## config.mk

```make
export PLATFORM = sky130hd
export DESIGN_NAME = ddr_rd_burst_ctrl
export DESIGN_NICKNAME = d
export VERILOG_FILES = /design/src/rtl/ddr_rd_burst_ctrl.sv
export SDC_FILE = /design/constraint.sdc
export NUM_CORES = 1
export LEC_CHECK = 0
export ABC_CLOCK_PERIOD_IN_PS = 4100
export BUFFER_PORTS_ARGS = -buffer_cell sky130_fd_sc_hd__buf_2
export CAP_MARGIN = 20
export CORE_AREA = 2 2 241 243
export CTS_CLUSTER_SIZE = 40
export DETAILED_ROUTE_END_ITERATION = 6
export DIE_AREA = 0 0 243 245
export SETUP_SLACK_MARGIN = 0.5
export SLEW_MARGIN = 20
export SYNTH_ARGS = -nofsm -noshare
export SYNTH_HDL_FRONTEND = slang
export SYNTH_SLANG_ARGS = --single-unit
```

## constraint.sdc

```tcl
create_clock -name ddr_clk -period 4.1 [get_ports ddr_clk]
set_input_delay 0.41 -clock ddr_clk [delete_from_list [all_inputs] [get_ports ddr_clk]]
set_output_delay 0.41 -clock ddr_clk [all_outputs]
set_load 0.005 [all_outputs]
```

## src/rtl/ddr_rd_burst_ctrl.sv

```systemverilog
// AXI4 read master: fetches a frame from DDR in bursts sized to fit the FIFO and streams beats to its write port.
// Optional response/rlast checking is compiled in with DDR_RD_ERR_CHK_EN.
module ddr_rd_burst_ctrl #(
  parameter int ADDR_WIDTH       = 28,
  parameter int DATA_WIDTH       = 256,
  parameter int BURST_LEN        = 16,
  parameter int FIFO_DEPTH_WIDTH = 10,
  parameter int BEATS_WIDTH      = 20
) (
  input  logic                        ddr_clk,
  input  logic                        ddr_rst_n,
  input  logic                        start,
  input  logic [ADDR_WIDTH-1:0]       frame_base,
  input  logic [BEATS_WIDTH-1:0]      frame_beats,
  output logic                        busy,
  output logic                        done,
  output logic [ADDR_WIDTH-1:0]       m_araddr,
  output logic [7:0]                  m_arlen,
  output logic                        m_arvalid,
  input  logic                        m_arready,
  input  logic [DATA_WIDTH-1:0]       m_rdata,
  input  logic [1:0]                  m_rresp,
  input  logic                        m_rlast,
  input  logic                        m_rvalid,
  output logic                        m_rready,
  output logic                        fifo_wr_en,
  output logic [DATA_WIDTH-1:0]       fifo_wr_data,
  input  logic                        fifo_wr_full,
  input  logic [FIFO_DEPTH_WIDTH:0]   fifo_wr_water_level,
  output logic                        err
);

  localparam int LEN_W = 9;
  localparam int LVL_W = FIFO_DEPTH_WIDTH + 2;
  localparam int BYTES = DATA_WIDTH / 8;
  localparam logic [LVL_W-1:0] CAPACITY = LVL_W'(1) << FIFO_DEPTH_WIDTH;

  typedef enum logic [2:0] {IDLE, WAIT, ADDR, DATA, DONE} state_t;

  state_t                 state, state_nxt;
  logic [ADDR_WIDTH-1:0]  cur_addr;
  logic [BEATS_WIDTH-1:0] remain;
  logic [LEN_W-1:0]       beat_cnt;
  logic [LEN_W-1:0]       burst_len;
  logic [LEN_W-1:0]       blen;
  logic                   fits;
  logic                   beat;
  logic                   burst_end;

  always_comb begin
    blen = (remain < BEATS_WIDTH'(BURST_LEN)) ? LEN_W'(remain) : LEN_W'(BURST_LEN);
    fits = ({1'b0, fifo_wr_water_level} + LVL_W'(blen)) <= CAPACITY;
    m_rready = (state == DATA) && !fifo_wr_full;
    beat = m_rvalid && m_rready;
    burst_end = beat && (beat_cnt == LEN_W'(1));
  end

  always_ff @(posedge ddr_clk or negedge ddr_rst_n) begin
    if (!ddr_rst_n) begin
      state <= IDLE;
    end else begin
      state <= state_nxt;
    end
  end

  always_comb begin
    state_nxt = state;
    case (state)
      IDLE: if (start) state_nxt = (frame_beats == '0) ? DONE : WAIT;
      WAIT: if (fits) state_nxt = ADDR;
      ADDR: if (m_arready) state_nxt = DATA;
      DATA: if (burst_end) state_nxt = (remain == BEATS_WIDTH'(1)) ? DONE : WAIT;
      DONE: state_nxt = IDLE;
      default: state_nxt = IDLE;
    endcase
  end

  // burst_len keeps the issued length, since remain shrinks while the burst drains
  always_ff @(posedge ddr_clk or negedge ddr_rst_n) begin
    if (!ddr_rst_n) begin
      cur_addr  <= '0;
      remain    <= '0;
      beat_cnt  <= '0;
      burst_len <= '0;
    end else begin
      if (state == IDLE && start) begin
        cur_addr <= frame_base;
        remain   <= frame_beats;
      end
      if (state == ADDR && m_arready) begin
        beat_cnt  <= blen;
        burst_len <= blen;
      end
      if (beat) begin
        beat_cnt <= beat_cnt - LEN_W'(1);
        remain   <= remain - BEATS_WIDTH'(1);
        if (burst_end) cur_addr <= cur_addr + ADDR_WIDTH'(32'(burst_len) * BYTES);
      end
    end
  end

  always_comb begin
    m_arvalid    = (state == ADDR);
    m_araddr     = m_arvalid ? cur_addr : '0;
    m_arlen      = m_arvalid ? 8'(blen - LEN_W'(1)) : '0;
    busy         = (state != IDLE);
    done         = (state == DONE);
    fifo_wr_en   = beat;
    fifo_wr_data = m_rdata;
  end

`ifdef DDR_RD_ERR_CHK_EN
  always_ff @(posedge ddr_clk or negedge ddr_rst_n) begin
    if (!ddr_rst_n) begin
      err <= 1'b0;
    end else if (beat && ((m_rresp != 2'b00) || (m_rlast != (beat_cnt == LEN_W'(1))))) begin
      err <= 1'b1;
    end
  end
`else
  logic unused_chk;
  assign unused_chk = ^{m_rresp, m_rlast};
  assign err = 1'b0;
`endif

endmodule

```

==> metrics.txt, run 1 <==
H-tree Lvls 3; number of global-route vias before repair approximately 5300; fmax ~290 MHz; clock sinks 69; worst hold path class in2async; Skew-Pair Late Insertion Delay roughly 0.34 ns; setup TNS 0 ns; Max stage delay on crit path 0.45 ns; Max Root-Sink Buffers 2; Clock Skew between 0.01 and 0.015 ns; top cell type's share of synthesized area 0.2938; pin count of the biggest net entering global routing 36; Die Span Y 245 microns; initial antenna violation count 7; final setup fails 0; via count roughly 5400; Nets about 1000; Synth cell types 60; cell count after synthesis slightly above 800; # diodes 0; Layout Area Growth over Synthesis 2.544%; Leakage 0.002905 uW; global-route wire length before repair 36500 microns; worst-path fanout max 5; GR Overflow Total 0; top post-synthesis cells by area buf_4 29%, dfrtp_1 26%, nand2_1 4.4%; die width 243 microns; PD cells roughly 370 nW/um^2; clock transition at the registers of the reported paths 0.07 ns; Worst Path Buf+Inv 3; dpl ws between 0.15 and 0.2 ns; Hold Fails Final Rpt 0; Worst setup EP type flop; mean routed wirelength per cell around 18 microns; 1st-iter DRT viols 360; Mapped Area 6591 sq um; leading area contributor after synthesis buf_4; RSZ-0062 raised after global routing false; commonest cells after routing, fill and taps aside 105 x buf_2, 74 x nand2_1, 67 x dfrtp_1, 60 x nor2_1, 36 x and3_1; CTS Root Cell clkbuf_16; drt first pass iters 5; register area share after synthesis 0.2620; fin crit share 0.8305; final wirelength approximately 26000 microns; Slowest cell on crit path dfrtp_2; most common cell after layout, fill and taps aside buf_2; share of cells above drive strength 1 0.2650; Slew @ Worst Pin just over 0.8 ns; core box area ~57000 sq um; crit path time final between 3 and 4 ns; # rows between 80 and 90; crit-path cells nor4_4, nand2_4, nor4_4, buf_4, buf_6, inv_1, ha_1, a21oi_2, o21ai_2, nor2_2, mux2_4, a2111oi_4, a311oi_2, nor4_1; Primary FF master, synth dfrtp_1; Startpoint Class flop; final setup margin 0.6951 ns; max-slew violation count 0; Post-synth EDFFs 0; # DRC 0; syn_area_per_cell around 8 sq um; global placer's final weighted congestion about 0.81; Post-synth ARST share 1.000; Setup CP Type reg2reg; Crit path arrival time approximately 3.7 ns; #FFs+latches synth 69; warning count from the yosys run 0; CP required 4.35 ns; Port Buf Inserts 105; die area between 50000 and 60000 sq um; GRT Util Overall 0.08401; outcome finished, final reports clean; post-detail-place hpwl roughly 21000 microns; CTS tree built; TritonCTS buffer count 9; Slew HR 0.4554; most frequent CP cell nor4_4; Ports around 620; VDD IR max around 0.17 mV; fill count about 6600; Post-DRT Antenna Nets 0; via density per instance around 3.7; max_cap viols 0; initial core utilization 0.1156; delay-heaviest family, CP simple AND/OR/NAND/NOR gates
==> metrics by stage <==
step           hold WS, ns  instances    util  instance area [sq um]  total power [uW]
2_1_floorplan       0.1144        828       -                   6621              1577
3_3_place_gp        0.4517       1431  0.1087                   6200              1565
3_5_place_dp        0.4234       1432  0.1091                   6220              1598
4_1_cts            0.03960       1450  0.1148                   6548              2459
5_1_grt            0.07046       1463  0.1185                   6759              2664
6_report           0.04237       1463  0.1185                   6759              2489
==> routing by layer <==
| metal | wire [microns] | track usage | up-vias |
|---|---|---|---|
| met5 | 52 | 0 | - |
| met4 | 1434 | 0.04764 | 8 |
| met3 | 2655 | 0.03619 | 137 |
| met2 | 11930 | 0.1327 | 358 |
| met1 | 10160 | 0.09483 | 2544 |
| li1 | - | - | 2332 |
==> final timing paths <==
kind / slack [ns] / endpoint / cells past startpoint / from
max: 0.70 / state[1]$_DFFE_PN0P_ / 14 / remain[12]$_DFFE_PN0P_
min reg2reg: 0.47 / cur_addr[2]$_DFFE_PN0P_ / 2 / cur_addr[2]$_DFFE_PN0P_
min in group ddr_clk: 0.25 / cur_addr[1]$_DFFE_PN0P_ / 3 / frame_base[1]
min: 0.04 / cur_addr[17]$_DFF_PN0_ / 1 / ddr_rst_n
max reg2reg: 0.70 / state[1]$_DFFE_PN0P_ / 14 / remain[12]$_DFFE_PN0P_
max in group asynchronous: 3.25 / remain[5]$_DFFE_PN0P_ / 2 / ddr_rst_n
==> worst register-to-register path, stage by stage, from the launching register on <==
cell       delay (ns)
dfrtp_2          0.45
nor4_4           0.37
nand2_4          0.10
nor4_4           0.13
buf_4            0.19
buf_6            0.12
inv_1            0.06
ha_1             0.36
a21oi_2          0.21
o21ai_2          0.10
nor2_2           0.14
mux2_4           0.32
a2111oi_4        0.33
a311oi_2         0.15
nor4_1           0.28
==> synth_stat cells, drive strengths merged, types with 6 or more instances <==
cell	n
nand3	15
clkbuf	26
a311oi	10
nor3	21
nand4	6
a221o	6
nor2	61
inv	19
ha	23
and3	36
o211ai	7
xnor2	9
a211oi	17
xor2	6
nand2	78
a31oi	9
nor4	15
nor2b	10
buf	261
a21oi	26
or3	9
o21ai	29
dfrtp	69
==> report_power, final <==
part | internal (uW) | switching, uW | leakage, uW
registers | 830 | 196 | 0.000860
clock network | 432 | 385 | 0.000145
logic | 308 | 338 | 0.00190
==> cells by family (layout without fill, tap and decap cells) <==
group | after synthesis | in the layout | share of synthesized area
buffers and inverters | 306 | 176 | 0.3227
XOR/XNOR | 15 | 15 | 0.01993
other | 1 | 4 | 0.0005689
AND/OR/NAND/NOR | 274 | 274 | 0.2067
multiplexers | 2 | 2 | 0.003227
AO/OA/AOI/OAI | 133 | 133 | 0.1352
flip-flops | 69 | 69 | 0.2620
adder cells (fa/ha/maj) | 25 | 25 | 0.04974
==> what timing repair did <==
item                       CTS  global route
pin swaps                    2            12
hold buffers                 0             0
resized for setup            3            25
setup endpoints to repair    2             2
buffers inserted             2            13
==> state kept, by name, indices dropped and copies added, names as in the netlist <==
name,count
burst_len,9
cur_addr,28
state,3
remain,20
beat_cnt,9
==> layout make-up <==
cell class              count  area (sq um)  area share
clock buffers               9         225.2     0.03332
clock inverters             7         75.07     0.01111
inverters                  19         71.32     0.01055
multi-input cells         453          2889      0.4274
flip-flops and latches     69          1729      0.2558
well taps                 765         957.2      0.1416
repair buffers            141         812.0      0.1201
No activity file was read; power rests on OpenSTA's default activity.
==> run 2: changes to the inputs <==
ABC_CLOCK_PERIOD_IN_PS = 3100   (was 4100)
clock period = 3.1 ns   (was 4.1 ns; I/O delays follow)
==> metrics.txt, run 2 (same netlist as run 1, synthesis figures left out) <==
final wirelength 24850 microns (-5.3%); failing checks negative hold slack, negative setup slack; Biggest register cur_addr; Nets 1067 (+2.4%); DP Area 6554 sq um (+5.4%); crit-path cells nor4_2, nand2_1, nor4_4, buf_6, nand2_4, inv_4, ha_4, a211oi_4, o21ai_2, nor2_4, mux2_4, a2111oi_4, a311oi_2, o21bai_1; Crit path arrival time 3.49 ns (-0.16 ns); Post-DRT Antenna Nets 0 (unchanged); max-slew violation count 0 (unchanged); crit path time final 3.280 ns (-0.1252 ns); final setup margin -0.1797 ns (-0.8748 ns); die width 243 microns (unchanged); Die Span Y 245 microns (unchanged); hold_ws -0.01820 ns (-0.06057 ns); Clock Skew 0.01411 ns (+0.003905 ns); Max stage delay on crit path 0.38 ns (-0.07 ns); fin crit share 1.058 (+0.2275); Leakage 0.003097 uW (+6.6%); Setup CP Type reg2reg; mean routed wirelength per cell 16.70 microns (-6.9%); CTS Root Cell clkbuf_16; # diodes 0 (unchanged); Multi-input gate area 3045 sq um (+5.4%); final instance area 7174 sq um (+6.1%); worst hold path class in2async; global-route wire length before repair 35040 microns (-4.0%); Combinational Power Share 0.301 (+0.041); max reg flops 28 (unchanged); delay-heaviest family, CP compound AO/OA/AOI/OAI gates; Layout Area Growth over Synthesis 8.846%; outcome finished, violations left; Slew @ Worst Pin 0.6777 ns (-0.1318 ns); Port Buf Inserts 105 (unchanged); Startpoint Class flop; share of cells above drive strength 1 0.3126 (+0.04754); final setup fails 2 (+2); CP required 3.31 ns (-1.04 ns); GRT Util Overall 0.07919 (-0.004815); CTS tree built; post-detail-place hpwl 19900 microns (-4.8%); Max Root-Sink Buffers 2 (unchanged); Hold Fails Final Rpt 7 (+7); fmax 304.9 MHz (+3.8%); most common cell after layout, fill and taps aside buf_2; Net Sw Frac 0.3424 (-0.02688); sequential cell area 1728 sq um (about the same); VDD IR max 0.2529 mV (+45%); max_cap viols 0 (unchanged); via density per instance 3.587 (-2.4%); clock transition at the registers of the reported paths 0.06 ns (about the same); # rows 88 (unchanged); global placer's final weighted congestion 0.8023 (-0.35%); via count 5337 (-0.78%); drt first pass iters 5 (unchanged); initial antenna violation count 7 (unchanged); Slowest cell on crit path dfrtp_1; worst-path fanout max 5 (unchanged); PD cells 477.2 nW/um^2 (+30%); Sw Pwr 1172 uW (+28%); GR Overflow Total 0 (unchanged); commonest cells after routing, fill and taps aside 101 x buf_2, 71 x nand2_1, 68 x dfrtp_1, 55 x nor2_1, 51 x buf_4; number of global-route vias before repair 5364 (+1.8%); clock power share 0.313 (-0.015); TritonCTS buffer count 9 (unchanged); 1st-iter DRT viols 326 (-9.4%); P_int 2252 uW (+43%); biggest registers after layout cur_addr: 28 flops, remain: 20 flops; RSZ-0062 raised after global routing true; initial core utilization 0.1156 (unchanged); Ports 622 (unchanged); # DRC 0 (unchanged); Worst Path Buf+Inv 2 (-1); pin count of the biggest net entering global routing 70 (+94%); clock sinks 69 (unchanged); fill count 6594 (-0.74%); core box area 57030 sq um (unchanged); Tot Pwr 3424 uW (+38%); die area 59540 sq um (unchanged); Skew-Pair Late Insertion Delay 0.34 ns (about the same); Worst setup EP type flop; H-tree Lvls 3 (unchanged); sequential share of power 0.386 (-0.026); Slew HR 0.5448 (+0.08939)
## run 2: layer usage
layer  track usage  routed length (microns)  vias up  part of all wire
met5             0                       44        -            0.0018
met1       0.08448                     9207     2478              0.37
met3       0.04275                     3178      121              0.13
li1              -                        -     2391                 -
met2        0.1240                    11120      339              0.45
met4       0.04619                     1304        8             0.052
## run 2: timing repair
item                       CTS  global route
hold buffers                 0             0
setup endpoints to repair   16            20
pin swaps                   16             6
resized for setup           42            16
buffers inserted             9             1
## run 2: through the flow
stage / worst slack (ns) / instances / hold slack (ns) / utilization / setup TNS, ns
2_1_floorplan: 0.003904 / 828 / 0.01441 / - / 0
3_3_place_gp: -0.2088 / 1462 / 0.3698 / 0.1149 / -0.3895
3_5_place_dp: -0.2388 / 1462 / 0.3729 / 0.1149 / -0.4441
4_1_cts: -0.2210 / 1487 / 0.02011 / 0.1245 / -0.4161
5_1_grt: -0.3723 / 1488 / 0.01348 / 0.1258 / -0.7849
6_report: -0.1797 / 1488 / -0.01820 / 0.1258 / -0.3335
## run 2: cell type report
class                      instances  area share
clock inverter                     5    0.008197
inverter                          19     0.01099
tap                              765      0.1334
timing repair buffer             166      0.1482
multi-input combinational        453      0.4245
sequential                        69      0.2408
clock buffer                      11     0.03383
## run 2: worst paths after layout
check	from	endpoint	slack (ns)	depth (start not counted)
max	remain[18]$_DFFE_PN0P_	state[0]$_DFFE_PN0P_	-0.18	14
max in group asynchronous	ddr_rst_n	remain[8]$_DFFE_PN0P_	2.73	2
min reg2reg	cur_addr[3]$_DFFE_PN0P_	cur_addr[3]$_DFFE_PN0P_	0.48	2
min in group ddr_clk	frame_base[0]	cur_addr[0]$_DFFE_PN0P_	0.18	3
max reg2reg	remain[18]$_DFFE_PN0P_	state[0]$_DFFE_PN0P_	-0.18	14
min	ddr_rst_n	cur_addr[1]$_DFFE_PN0P_	-0.02	2
## run 2: worst register-to-register path: stages (launching register included)
cell	delay (ns)
dfrtp_1	0.38
nor4_2	0.29
nand2_1	0.14
nor4_4	0.32
buf_6	0.19
nand2_4	0.07
inv_4	0.08
ha_4	0.20
a211oi_4	0.26
o21ai_2	0.13
nor2_4	0.11
mux2_4	0.32
a2111oi_4	0.33
a311oi_2	0.16
o21bai_1	0.18
## run 2: power groups by stage
stage / combinational (uW) / clock, uW / sequential (uW)
6_report: 1030 / 1070 / 1320
2_1_floorplan: 849 / 0 / 1280
5_1_grt: 1150 / 1150 / 1350
3_3_place_gp: 942 / 0 / 1310
3_5_place_dp: 970 / 0 / 1320
4_1_cts: 1010 / 1100 / 1320
